<file path="src/rtl/mem_access_unit.sv">
// mem_access_unit: RV32I MEM-stage load/store unit with req/ready data bus.
// Ports: clk/rst (sync, active-high); EX/MEM inputs load_mem, store_mem,
//   funct3_mem, alu_data_mem, rs2_data_mem; pipeline outputs stall_mem,
//   load_data_mem, load_valid_mem, misaligned_fault; data bus dbus_req,
//   dbus_we, dbus_addr, dbus_wdata, dbus_be, dbus_ready, dbus_rdata.
// Option: define MISALIGN_TRAP_EN to trap misaligned half/word accesses
//   instead of forcing alignment.
module mem_access_unit #(
   parameter int ADDR_W = 32
) (
   input  logic              clk,
   input  logic              rst,
   input  logic              load_mem,
   input  logic              store_mem,
   input  logic [2:0]        funct3_mem,
   input  logic [31:0]       alu_data_mem,
   input  logic [31:0]       rs2_data_mem,
   output logic              stall_mem,
   output logic [31:0]       load_data_mem,
   output logic              load_valid_mem,
   output logic              misaligned_fault,
   output logic              dbus_req,
   output logic              dbus_we,
   output logic [ADDR_W-1:0] dbus_addr,
   output logic [31:0]       dbus_wdata,
   output logic [3:0]        dbus_be,
   input  logic              dbus_ready,
   input  logic [31:0]       dbus_rdata
);

   typedef enum logic {
      S_IDLE,
      S_REQ
   } state_t;

   typedef enum logic [1:0] {
      SZ_B,
      SZ_H,
      SZ_W
   } size_t;

   state_t            r_state;
   state_t            w_next;

   logic              w_access;
   logic              w_misal;
   logic              w_pending;
   size_t             w_size;
   logic [3:0]        w_be;
   logic [31:0]       w_wdata;
   logic [ADDR_W-1:0] w_addr;

   // Access attributes kept for shaping the read data in REQ.
   size_t             r_size;
   logic [1:0]        r_off;
   logic              r_sext;

   logic [7:0]        w_byte;
   logic [15:0]       w_half;
   logic [31:0]       w_ext;

   assign w_access = load_mem | store_mem;
   assign w_addr   = alu_data_mem[ADDR_W-1:0];

   // funct3[1:0] picks the size; codes 01x/11x all fall to word.
   always_comb begin
      w_size = SZ_W;
      case (funct3_mem[1:0])
         2'b00:   w_size = SZ_B;
         2'b01:   w_size = SZ_H;
         default: w_size = SZ_W;
      endcase
   end

   // Lane mask and replicated store data; halfword ignores addr[0].
   always_comb begin
      w_be    = 4'b1111;
      w_wdata = rs2_data_mem;
      case (w_size)
         SZ_B: begin
            w_be    = 4'b0001 << w_addr[1:0];
            w_wdata = {4{rs2_data_mem[7:0]}};
         end
         SZ_H: begin
            w_be    = w_addr[1] ? 4'b1100 : 4'b0011;
            w_wdata = {2{rs2_data_mem[15:0]}};
         end
         default: begin
            w_be    = 4'b1111;
            w_wdata = rs2_data_mem;
         end
      endcase
   end

`ifdef MISALIGN_TRAP_EN
   always_comb begin
      w_misal = 1'b0;
      case (w_size)
         SZ_H:    w_misal = w_addr[0];
         SZ_W:    w_misal = (w_addr[1:0] != 2'b00);
         default: w_misal = 1'b0;
      endcase
   end
`else
   assign w_misal = 1'b0;
`endif

   assign w_pending = w_access & ~w_misal;

   // State register
   always_ff @(posedge clk) begin
      if (rst) r_state <= S_IDLE;
      else     r_state <= w_next;
   end

   // Next-state logic; dbus_ready is only meaningful in REQ.
   always_comb begin
      w_next = r_state;
      case (r_state)
         S_IDLE:  w_next = w_pending ? S_REQ : S_IDLE;
         S_REQ:   w_next = dbus_ready ? S_IDLE : S_REQ;
         default: w_next = S_IDLE;
      endcase
   end

   // Bus registers: captured on issue, held through REQ.
   // Only dbus_req drops on completion; the rest keep their last value.
   always_ff @(posedge clk) begin
      if (rst) begin
         dbus_req   <= 1'b0;
         dbus_we    <= 1'b0;
         dbus_addr  <= '0;
         dbus_wdata <= '0;
         dbus_be    <= '0;
         r_size     <= SZ_W;
         r_off      <= 2'b00;
         r_sext     <= 1'b0;
      end else if (r_state == S_IDLE && w_pending) begin
         dbus_req   <= 1'b1;
         dbus_we    <= store_mem;
         dbus_addr  <= {w_addr[ADDR_W-1:2], 2'b00};
         dbus_wdata <= w_wdata;
         dbus_be    <= w_be;
         r_size     <= w_size;
         r_off      <= w_addr[1:0];
         r_sext     <= ~funct3_mem[2];
      end else if (r_state == S_REQ && dbus_ready) begin
         dbus_req   <= 1'b0;
      end
   end

   // Read-data lane select and extension
   always_comb begin
      w_byte = dbus_rdata[7:0];
      case (r_off)
         2'd0: w_byte = dbus_rdata[7:0];
         2'd1: w_byte = dbus_rdata[15:8];
         2'd2: w_byte = dbus_rdata[23:16];
         2'd3: w_byte = dbus_rdata[31:24];
         default: w_byte = dbus_rdata[7:0];
      endcase
   end

   assign w_half = r_off[1] ? dbus_rdata[31:16] : dbus_rdata[15:0];

   always_comb begin
      w_ext = dbus_rdata;
      case (r_size)
         SZ_B:    w_ext = {{24{r_sext & w_byte[7]}}, w_byte};
         SZ_H:    w_ext = {{16{r_sext & w_half[15]}}, w_half};
         default: w_ext = dbus_rdata;
      endcase
   end

   // Output logic
   always_comb begin
      stall_mem        = 1'b0;
      load_valid_mem   = 1'b0;
      load_data_mem    = '0;
      misaligned_fault = 1'b0;
      case (r_state)
         S_IDLE: begin
            stall_mem        = w_pending;
            misaligned_fault = w_access & w_misal;
         end
         S_REQ: begin
            stall_mem = ~dbus_ready;
            // An abandoned request under reset never reports data.
            if (dbus_ready && !dbus_we && !rst) begin
               load_valid_mem = 1'b1;
               load_data_mem  = w_ext;
            end
         end
         default: ;
      endcase
   end

endmodule

</file>
<file path="config.mk">
export PLATFORM = sky130hd
export DESIGN_NAME = mem_access_unit
export DESIGN_NICKNAME = d
export VERILOG_FILES = /design/src/rtl/mem_access_unit.sv
export SDC_FILE = /design/constraint.sdc
export NUM_CORES = 1
export LEC_CHECK = 0
export CORE_AREA = 10 10 97 164
export DETAILED_ROUTE_END_ITERATION = 8
export DIE_AREA = 0 0 107 174
export HOLD_SLACK_MARGIN = 0.15
export PLACE_DENSITY = 0.72
export SLEW_MARGIN = 30
export SYNTH_ARGS = -nofsm -noshare
export SYNTH_HDL_FRONTEND = slang
export SYNTH_SLANG_ARGS = --single-unit
</file>
<file path="constraint.sdc">
create_clock -name clk -period 4.42 [get_ports clk]
set_input_delay 1.326 -clock clk [delete_from_list [all_inputs] [get_ports clk]]
set_output_delay 1.326 -clock clk [all_outputs]
set_load 0.005 [all_outputs]
</file>
==> results of run 1 <==
-- state kept, by name (all words and copies together), names as in the netlist, 2 cells and up --
signal / count
r_size: 2
dbus_addr: 30
dbus_wdata: 32
r_off: 2
dbus_be: 4
-- per-layer routing --
metal / part of all wire, % / track usage [%] / vias to the layer above
met5: 0 / 0 / -
met4: 4.8 / 10.5 / 0
met3: 6.3 / 4.26 / 41
met2: 52 / 30.1 / 198
met1: 36 / 16.9 / 2030
li1: - / - / 2157
-- stage by stage --
| step | power, W | instances | hold slack (ns) |
|---|---|---|---|
| after floorplan | 0.000978 | 514 | 0.453 |
| after global placement | 0.00126 | 865 | 0.442 |
| after detailed placement | 0.00127 | 865 | 0.446 |
| after CTS | 0.00202 | 887 | 0.455 |
| after global routing | 0.00209 | 887 | 0.469 |
| final | 0.00199 | 887 | 0.453 |
-- kinds of logic (layout without fill, tap and decap cells) --
group	Yosys count	after routing	synth area share [%]
flip-flops	74	74	38.3
other	1	3	0.0971
AND/OR/NAND/NOR	220	220	24.5
buffers and inverters	58	257	6.44
AO/OA/AOI/OAI	132	132	21.2
multiplexers	27	27	9.39
-- power breakdown --
part	leakage, nW	internal [W]	switching, W
Sequential	0.612	0.000722	0.0000320
Clock	0.140	0.000447	0.000272
Combinational	1.75	0.000280	0.000238
Total	2.51	0.00145	0.000542
-- path summary, 6_finish.rpt --
kind,cells past startpoint,startpoint,end,slack (ns)
setup reg to reg,4,r_state$_SDFF_PP0_,dbus_addr[29]$_SDFFE_PP0P_,2.64
hold / removal,2,dbus_addr[11]$_SDFFE_PP0P_,dbus_addr[11]$_SDFFE_PP0P_,0.45
setup / recovery,8,dbus_rdata[15],load_data_mem[24],0.03
hold reg to reg,2,dbus_addr[11]$_SDFFE_PP0P_,dbus_addr[11]$_SDFFE_PP0P_,0.45
-- what timing repair did --
item	in CTS	in global routing
gates resized for setup	52	7
gates cloned	1	0
pin swaps	2	0
setup endpoints to repair	31	9
buffers inserted	6	0
-- cell usage in the layout, fill, tap and decap left out, types with 8 or more instances in the layout --
cell	netlist	final
a311oi_1	8	8
nor3_1	12	12
a211oi_1	18	18
mux2i_1	19	18
nor3_2	11	11
nor2_1	63	61
clkdlybuf4s50_1	0	174
nand2_1	124	124
a21oi_1	52	52
inv_1	9	8
clkbuf_16	0	10
buf_4	4	22
dlygate4sd2_1	0	17
o21ai_1	7	8
dfxtp_1	74	74
o21ai_0	25	24
-- cell type report --
class	instances	area [um2]
fillers	1275	6690
repair buffers	232	2280
multi-input cells	382	2180
flip-flops and latches	74	1480
clock buffers	10	239
well taps	174	218
clock inverters	5	55.1
inverters	10	37.5
-- worst max-delay path, cell delays in order --
cell	delay (ns)
clkdlybuf4s15_2	0.20
mux2_4	0.27
and3_4	0.20
a2111oi_4	0.44
buf_4	0.20
buf_12	0.11
nor3_2	0.04
dlygate4sd2_1	0.27
==> summary.md, run 1 <==
| Metric | Value |
|---|---|
| Fin area | `6490 um2` |
| GRT Total Usage | `16.9%` |
| Crit start category | `input port` |
| Final hold violation count | `0` |
| Slew Limit Headroom | `48.6%` |
| Post-synth EDFFs | `0` |
| Post-synth top area share | `38.3%` |
| Htree depth | `3` |
| Clock sinks | `74` |
| Worst Tran Pin Value | `0.771 ns` |
| Initial DRC count | `209` |
| Final setup violation count | `0` |
| WP data arrival | `3.06 ns` |
| Post-synthesis sequential area ratio | `38.3%` |
| Final min period | `4.39 ns` |
| Layout cells sized above 1 | `11.2%` |
| Ports | `209` |
| Ant diodes | `0` |
| Final Cycle Share | `99.2%` |
| Max Fclk | `0.228 GHz` |
| CP Class | `in -> out` |
| Cts hold-fix bufs | `0` |
| Global-route wire length before repair | `25.2 mm` |
| Detailed Routing Iterations Pass 1 | `4` |
| Final WL | `16.2 mm` |
| Synth Area per Inst | `7.55 um2` |
| Async set-reset flop share out of synthesis | `0%` |
| Synthesized cell area | `3860 um2` |
| Status | `finished, final reports clean` |
| CTS clock-pin slew for the worst setup and hold paths | `0.06 ns` |
| Setup Skew | `0.00544 ns` |
| Required time worst endpoint | `3.09 ns` |
| Die X | `107 um` |
| Endpoint class of the critical path | `output port` |
| Initial antenna violation count | `0` |
| Count leader, synth | `nand2_1` |
| Top_reg_cell synth | `dfxtp_1` |
| Cell area after placement | `6120 um2` |
| Post-synthesis cell count | `512` |
| TritonCTS clock tree | `done` |
| Post-layout nets | `813` |
| P per Cell Area | `307 nW/um2` |
| Via count | `4426` |
| Final Worst Setup Slack | `0.0344 ns` |
| TNS Setup | `0 ns` |
| Final Core Density | `49.2%` |
| Worst-Skew Late Latency | `0.33 ns` |
| I/O Buffers | `205` |
| Post-DRT Antenna Nets | `0` |
| Die Height | `174 um` |
| Peak supply drop | `0.197 mV` |
| Most frequent cells after synthesis | `nand2_1 (124), dfxtp_1 (74), nor2_1 (63), a21oi_1 (52), clkbuf_1 (39)` |
| Area leader, netlist | `dfxtp_1` |
| Distinct cells, synth | `38` |
| Max clock buf depth | `2` |
| Final Wtd Congestion | `0.824` |
| Max-slew violation count | `0` |
| Hold Crit Class | `reg -> reg` |
| Worst-path fanout max | `8` |
| Top post-synthesis cells by area | `dfxtp_1 (38%), nand2_1 (12%), a21oi_1 (6.7%)` |
| Post-route DRC | `0` |
| Die area | `18600 um2` |
| Root Driver | `clkbuf_16` |
| Synth Warn # | `0` |
| Vias per Instance | `4.99` |
| Total grt overflow | `0` |
| Row Count | `56` |
| Pre-CTS setup slack | `-0.270 ns` |
| Core Area | `13200 um2` |
| WL/cell | `18.3 um` |
| Vias in the first global route | `4565` |
| Num CTS Buffers | `9` |
| Flops & latches, synth | `74` |
| Synth-to-layout area growth | `67.9%` |
| Largest net degree at the start of global routing | `75` |
| P_leak | `2.51 nW` |
| HPWL after DPL | `12.6 mm` |
| Initial core utilization | `29.3%` |
| Max-Cap Viols | `0` |
Note: power is estimated with default switching activity, not from simulation.
==> run 2, diff against run 1 <==
- ABC_AREA: default -> 1
- PLACE_DENSITY: 0.72 -> 0.73
==> run 2 against run 1 <==
  * Highest routed layer unchanged
  * Sequential power increased by 3.1%
  * Critical path depth rose by 1
  * Die area did not move
  * Critical path type unchanged
  * Clock power grew 15%
  * Largest cell class unchanged
  * Area after synthesis rose by 0.49%
  * Register-to-register slack worse by 0.43 ns
  * Core utilization grew 0.27 points
  * Sequential cell count stayed put
==> summary.md, run 2 <==
| Metric | Value |
|---|---|
| Final WL | `15.8 mm (-2.2%)` |
| Logic pwr share | `25.0% (-1.0 points)` |
| P per Cell Area | `327 nW/um2 (+6.7%)` |
| Max-slew violation count | `0 (unchanged)` |
| CP max stage cell | `clkdlybuf4s50_1` |
| Synthesized cell area | `3880 um2 (+0.49%)` |
| Synth Area per Inst | `6.69 um2 (-11%)` |
| Ports | `209 (unchanged)` |
| Distinct cells, synth | `34 (-11%)` |
| WL/cell | `16.6 um (-8.9%)` |
| Internal power | `0.00156 W (+7.5%)` |
| Commonest non-fill, non-tap cell in the layout | `clkdlybuf4s50_1` |
| HPWL after DPL | `12.2 mm (-3.1%)` |
| Worst-Skew Late Latency | `0.33 ns (about the same)` |
| Initial antenna violation count | `0 (unchanged)` |
| Hold Crit Class | `reg -> reg` |
| I/O Buffers | `205 (unchanged)` |
| Critical-path cell list | `clkdlybuf4s50_1 > nand2_2 > nor3_4 > buf_12 > inv_4 > a21oi_1 > nand2_1 > inv_1 > clkdlybuf4s50_1` |
| Area leader, netlist | `dfxtp_1` |
| Top_reg_cell synth | `dfxtp_1` |
| Max clock buf depth | `2 (unchanged)` |
| Slew Limit Headroom | `55.2% (+6.6 points)` |
| Final Wtd Congestion | `0.877 (+6.5%)` |
| Post-route DRC | `0 (unchanged)` |
| Post-synth EDFFs | `0 (unchanged)` |
| Flops & latches, synth | `74 (unchanged)` |
| Final Cycle Share | `98.8% (-0.41 points)` |
| Required time worst endpoint | `3.09 ns (about the same)` |
| Setup Skew | `0.00379 ns (-0.00164 ns)` |
| Final Hold Slack | `0.464 ns (+0.0106 ns)` |
| Flop pwr share | `36.4% (-1.5 points)` |
| Cts hold-fix bufs | `0 (unchanged)` |
| Global-route wire length before repair | `24.3 mm (-3.4%)` |
| Endpoint class of the critical path | `output port` |
| Max Fclk | `0.229 GHz (+0.42%)` |
| Final Core Density | `49.5% (+0.27 points)` |
| Core Area | `13200 um2 (unchanged)` |
| Psw | `0.000578 W (+6.6%)` |
| Post-synth top area share | `38.2% (-0.19 points)` |
| Crit start category | `input port` |
| Max FFs per register | `32 (unchanged)` |
| Biggest register | `dbus_wdata` |
| Total grt overflow | `0 (unchanged)` |
| Fraction of power consumed by the clock network | `38.7% (+2.6 points)` |
| Num CTS Buffers | `9 (unchanged)` |
| CTS clock-pin slew for the worst setup and hold paths | `0.06 ns (about the same)` |
| Die Height | `174 um (unchanged)` |
| GRT Total Usage | `16.3% (-0.61 points)` |
| Async set-reset flop share out of synthesis | `0% (unchanged)` |
| Htree depth | `3 (unchanged)` |
| Status | `finished, final reports clean` |
| Final min period | `4.37 ns (-0.0181 ns)` |
| Detailed Routing Iterations Pass 1 | `4 (unchanged)` |
| Row Count | `56 (unchanged)` |
| Peak supply drop | `0.236 mV (+20%)` |
| Post-DRT Antenna Nets | `0 (unchanged)` |
| Switch share | `27.1% (-0.15 points)` |
| Post-synthesis sequential area ratio | `38.2% (-0.19 points)` |
| Synth-to-layout area growth | `68.0% (about the same)` |
| P_leak | `2.98 nW (+19%)` |
| Worst-path fanout max | `9 (+1)` |
| Max-Cap Viols | `0 (unchanged)` |
| Top post-synthesis cells by area | `dfxtp_1 (38%), nand2_1 (11%), nor2_1 (10%)` |
| Root Driver | `clkbuf_16` |
| Worst Tran Pin Value | `0.673 ns (-0.0985 ns)` |
| Most used cell, CP | `clkdlybuf4s50_1` |
| TritonCTS clock tree | `done` |
| Synth Warn # | `0 (unchanged)` |
| Count leader, synth | `nand2_1` |
| Final hold violation count | `0 (unchanged)` |
| WP data arrival | `3.04 ns (-0.02 ns)` |
| Post-layout nets | `880 (+8.2%)` |
| Layout cells sized above 1 | `8.34% (-2.9 points)` |
| Largest net degree at the start of global routing | `69 (-8.0%)` |
| Commonest non-fill, non-tap cells in the layout | `clkdlybuf4s50_1 (182), nand2_1 (112), nor2_1 (103)` |
| Vias in the first global route | `4447 (-2.6%)` |
| CP Class | `in -> out` |
| Regs by FF count | `dbus_wdata x32, dbus_addr x30, dbus_be x4` |
| Critical Path Max Stage Delay | `0.50 ns (+0.06 ns)` |
| Vias per Instance | `4.73 (-5.2%)` |
| Clock sinks | `74 (unchanged)` |
| Initial DRC count | `203 (-2.9%)` |
| Initial core utilization | `29.5% (+0.14 points)` |
| Ant diodes | `0 (unchanged)` |
| Final setup violation count | `0 (unchanged)` |
| Post-synthesis cell count | `580 (+13%)` |
| Die X | `107 um (unchanged)` |
| Most frequent cells after synthesis | `nand2_1 (113), nor2_1 (104), dfxtp_1 (74), o21ai_0 (69), a21oi_1 (44)` |
| Die area | `18600 um2 (unchanged)` |
| Via count | `4508 (+1.9%)` |
[run 2: metrics by stage]
step                      total power (W)  instance area, um2  worst slack (ns)  cells  setup TNS (ns)
final                             0.00213                6520            0.0526    953               0
after global routing              0.00224                6520           -0.0295    953         -0.0311
after CTS                         0.00216                6450          -0.00822    952        -0.00822
after detailed placement          0.00132                6090           -0.0418    936          -0.243
after global placement            0.00132                6090          -0.00198    936        -0.00198
after floorplan                   0.00102                3890             0.895    582               0
[run 2: critical path: cells and delay by family]
family                 cells  cell delay, ns
buffers and inverters      5            1.28
AND/OR/NAND/NOR            3            0.31
AO/OA/AOI/OAI              1            0.13
[run 2: worst paths after layout]
path	from	endpoint	slack, ns	cells past startpoint
worst max-delay path	dbus_ready	load_data_mem[14]	0.05	9
worst min-delay path	dbus_wdata[6]$_SDFFE_PP0P_	dbus_wdata[6]$_SDFFE_PP0P_	0.46	2
worst max register to register	r_state$_SDFF_PP0_	dbus_addr[21]$_SDFFE_PP0P_	2.21	7
worst min register to register	dbus_wdata[6]$_SDFFE_PP0P_	dbus_wdata[6]$_SDFFE_PP0P_	0.46	2
[run 2: cell type report]
cell class	instances	area (um2)
Timing Repair Buffer	222	2260
Sequential cell	74	1480
Fill cell	1350	6650
Multi-Input combinational cell	423	2060
Clock buffer	9	225
Clock inverter	5	104
Tap cell	174	218
Inverter	46	180
[run 2: what timing repair did]
item / 4_1_cts / 5_1_grt
pin swaps: 3 / 1
gates resized for setup: 4 / 26
setup endpoints to repair: 11 / 28
setup buffers: 2 / 1
[run 2: cells by family (layout without fill, tap and decap cells)]
| family | after synthesis | count (layout) | synth area share [%] |
|---|---|---|---|
| DFF | 74 | 74 | 38.2 |
| buffers and inverters | 85 | 282 | 9.93 |
| AOI/OAI and AO/OA | 147 | 147 | 20.8 |
| and+or+nand+nor | 273 | 273 | 31.0 |
| other | 1 | 3 | 0.0966 |
[run 2: power by group through the flow]
stage	Clock (W)	Sequential, W	Combinational (W)
after floorplan	0	0.000783	0.000234
after global placement	0	0.000788	0.000529
after detailed placement	0	0.000789	0.000532
after CTS	0.000850	0.000775	0.000538
after global routing	0.000868	0.000785	0.000588
final	0.000825	0.000776	0.000533
[run 2: per-layer routing]
layer	GRT usage [%]	vias up	part of all wire, %
met3	3.41	26	5.5
met1	17.6	2036	39
met4	7.31	0	3.2
li1	-	2280	-
met2	29.3	166	53
met5	0	-	0
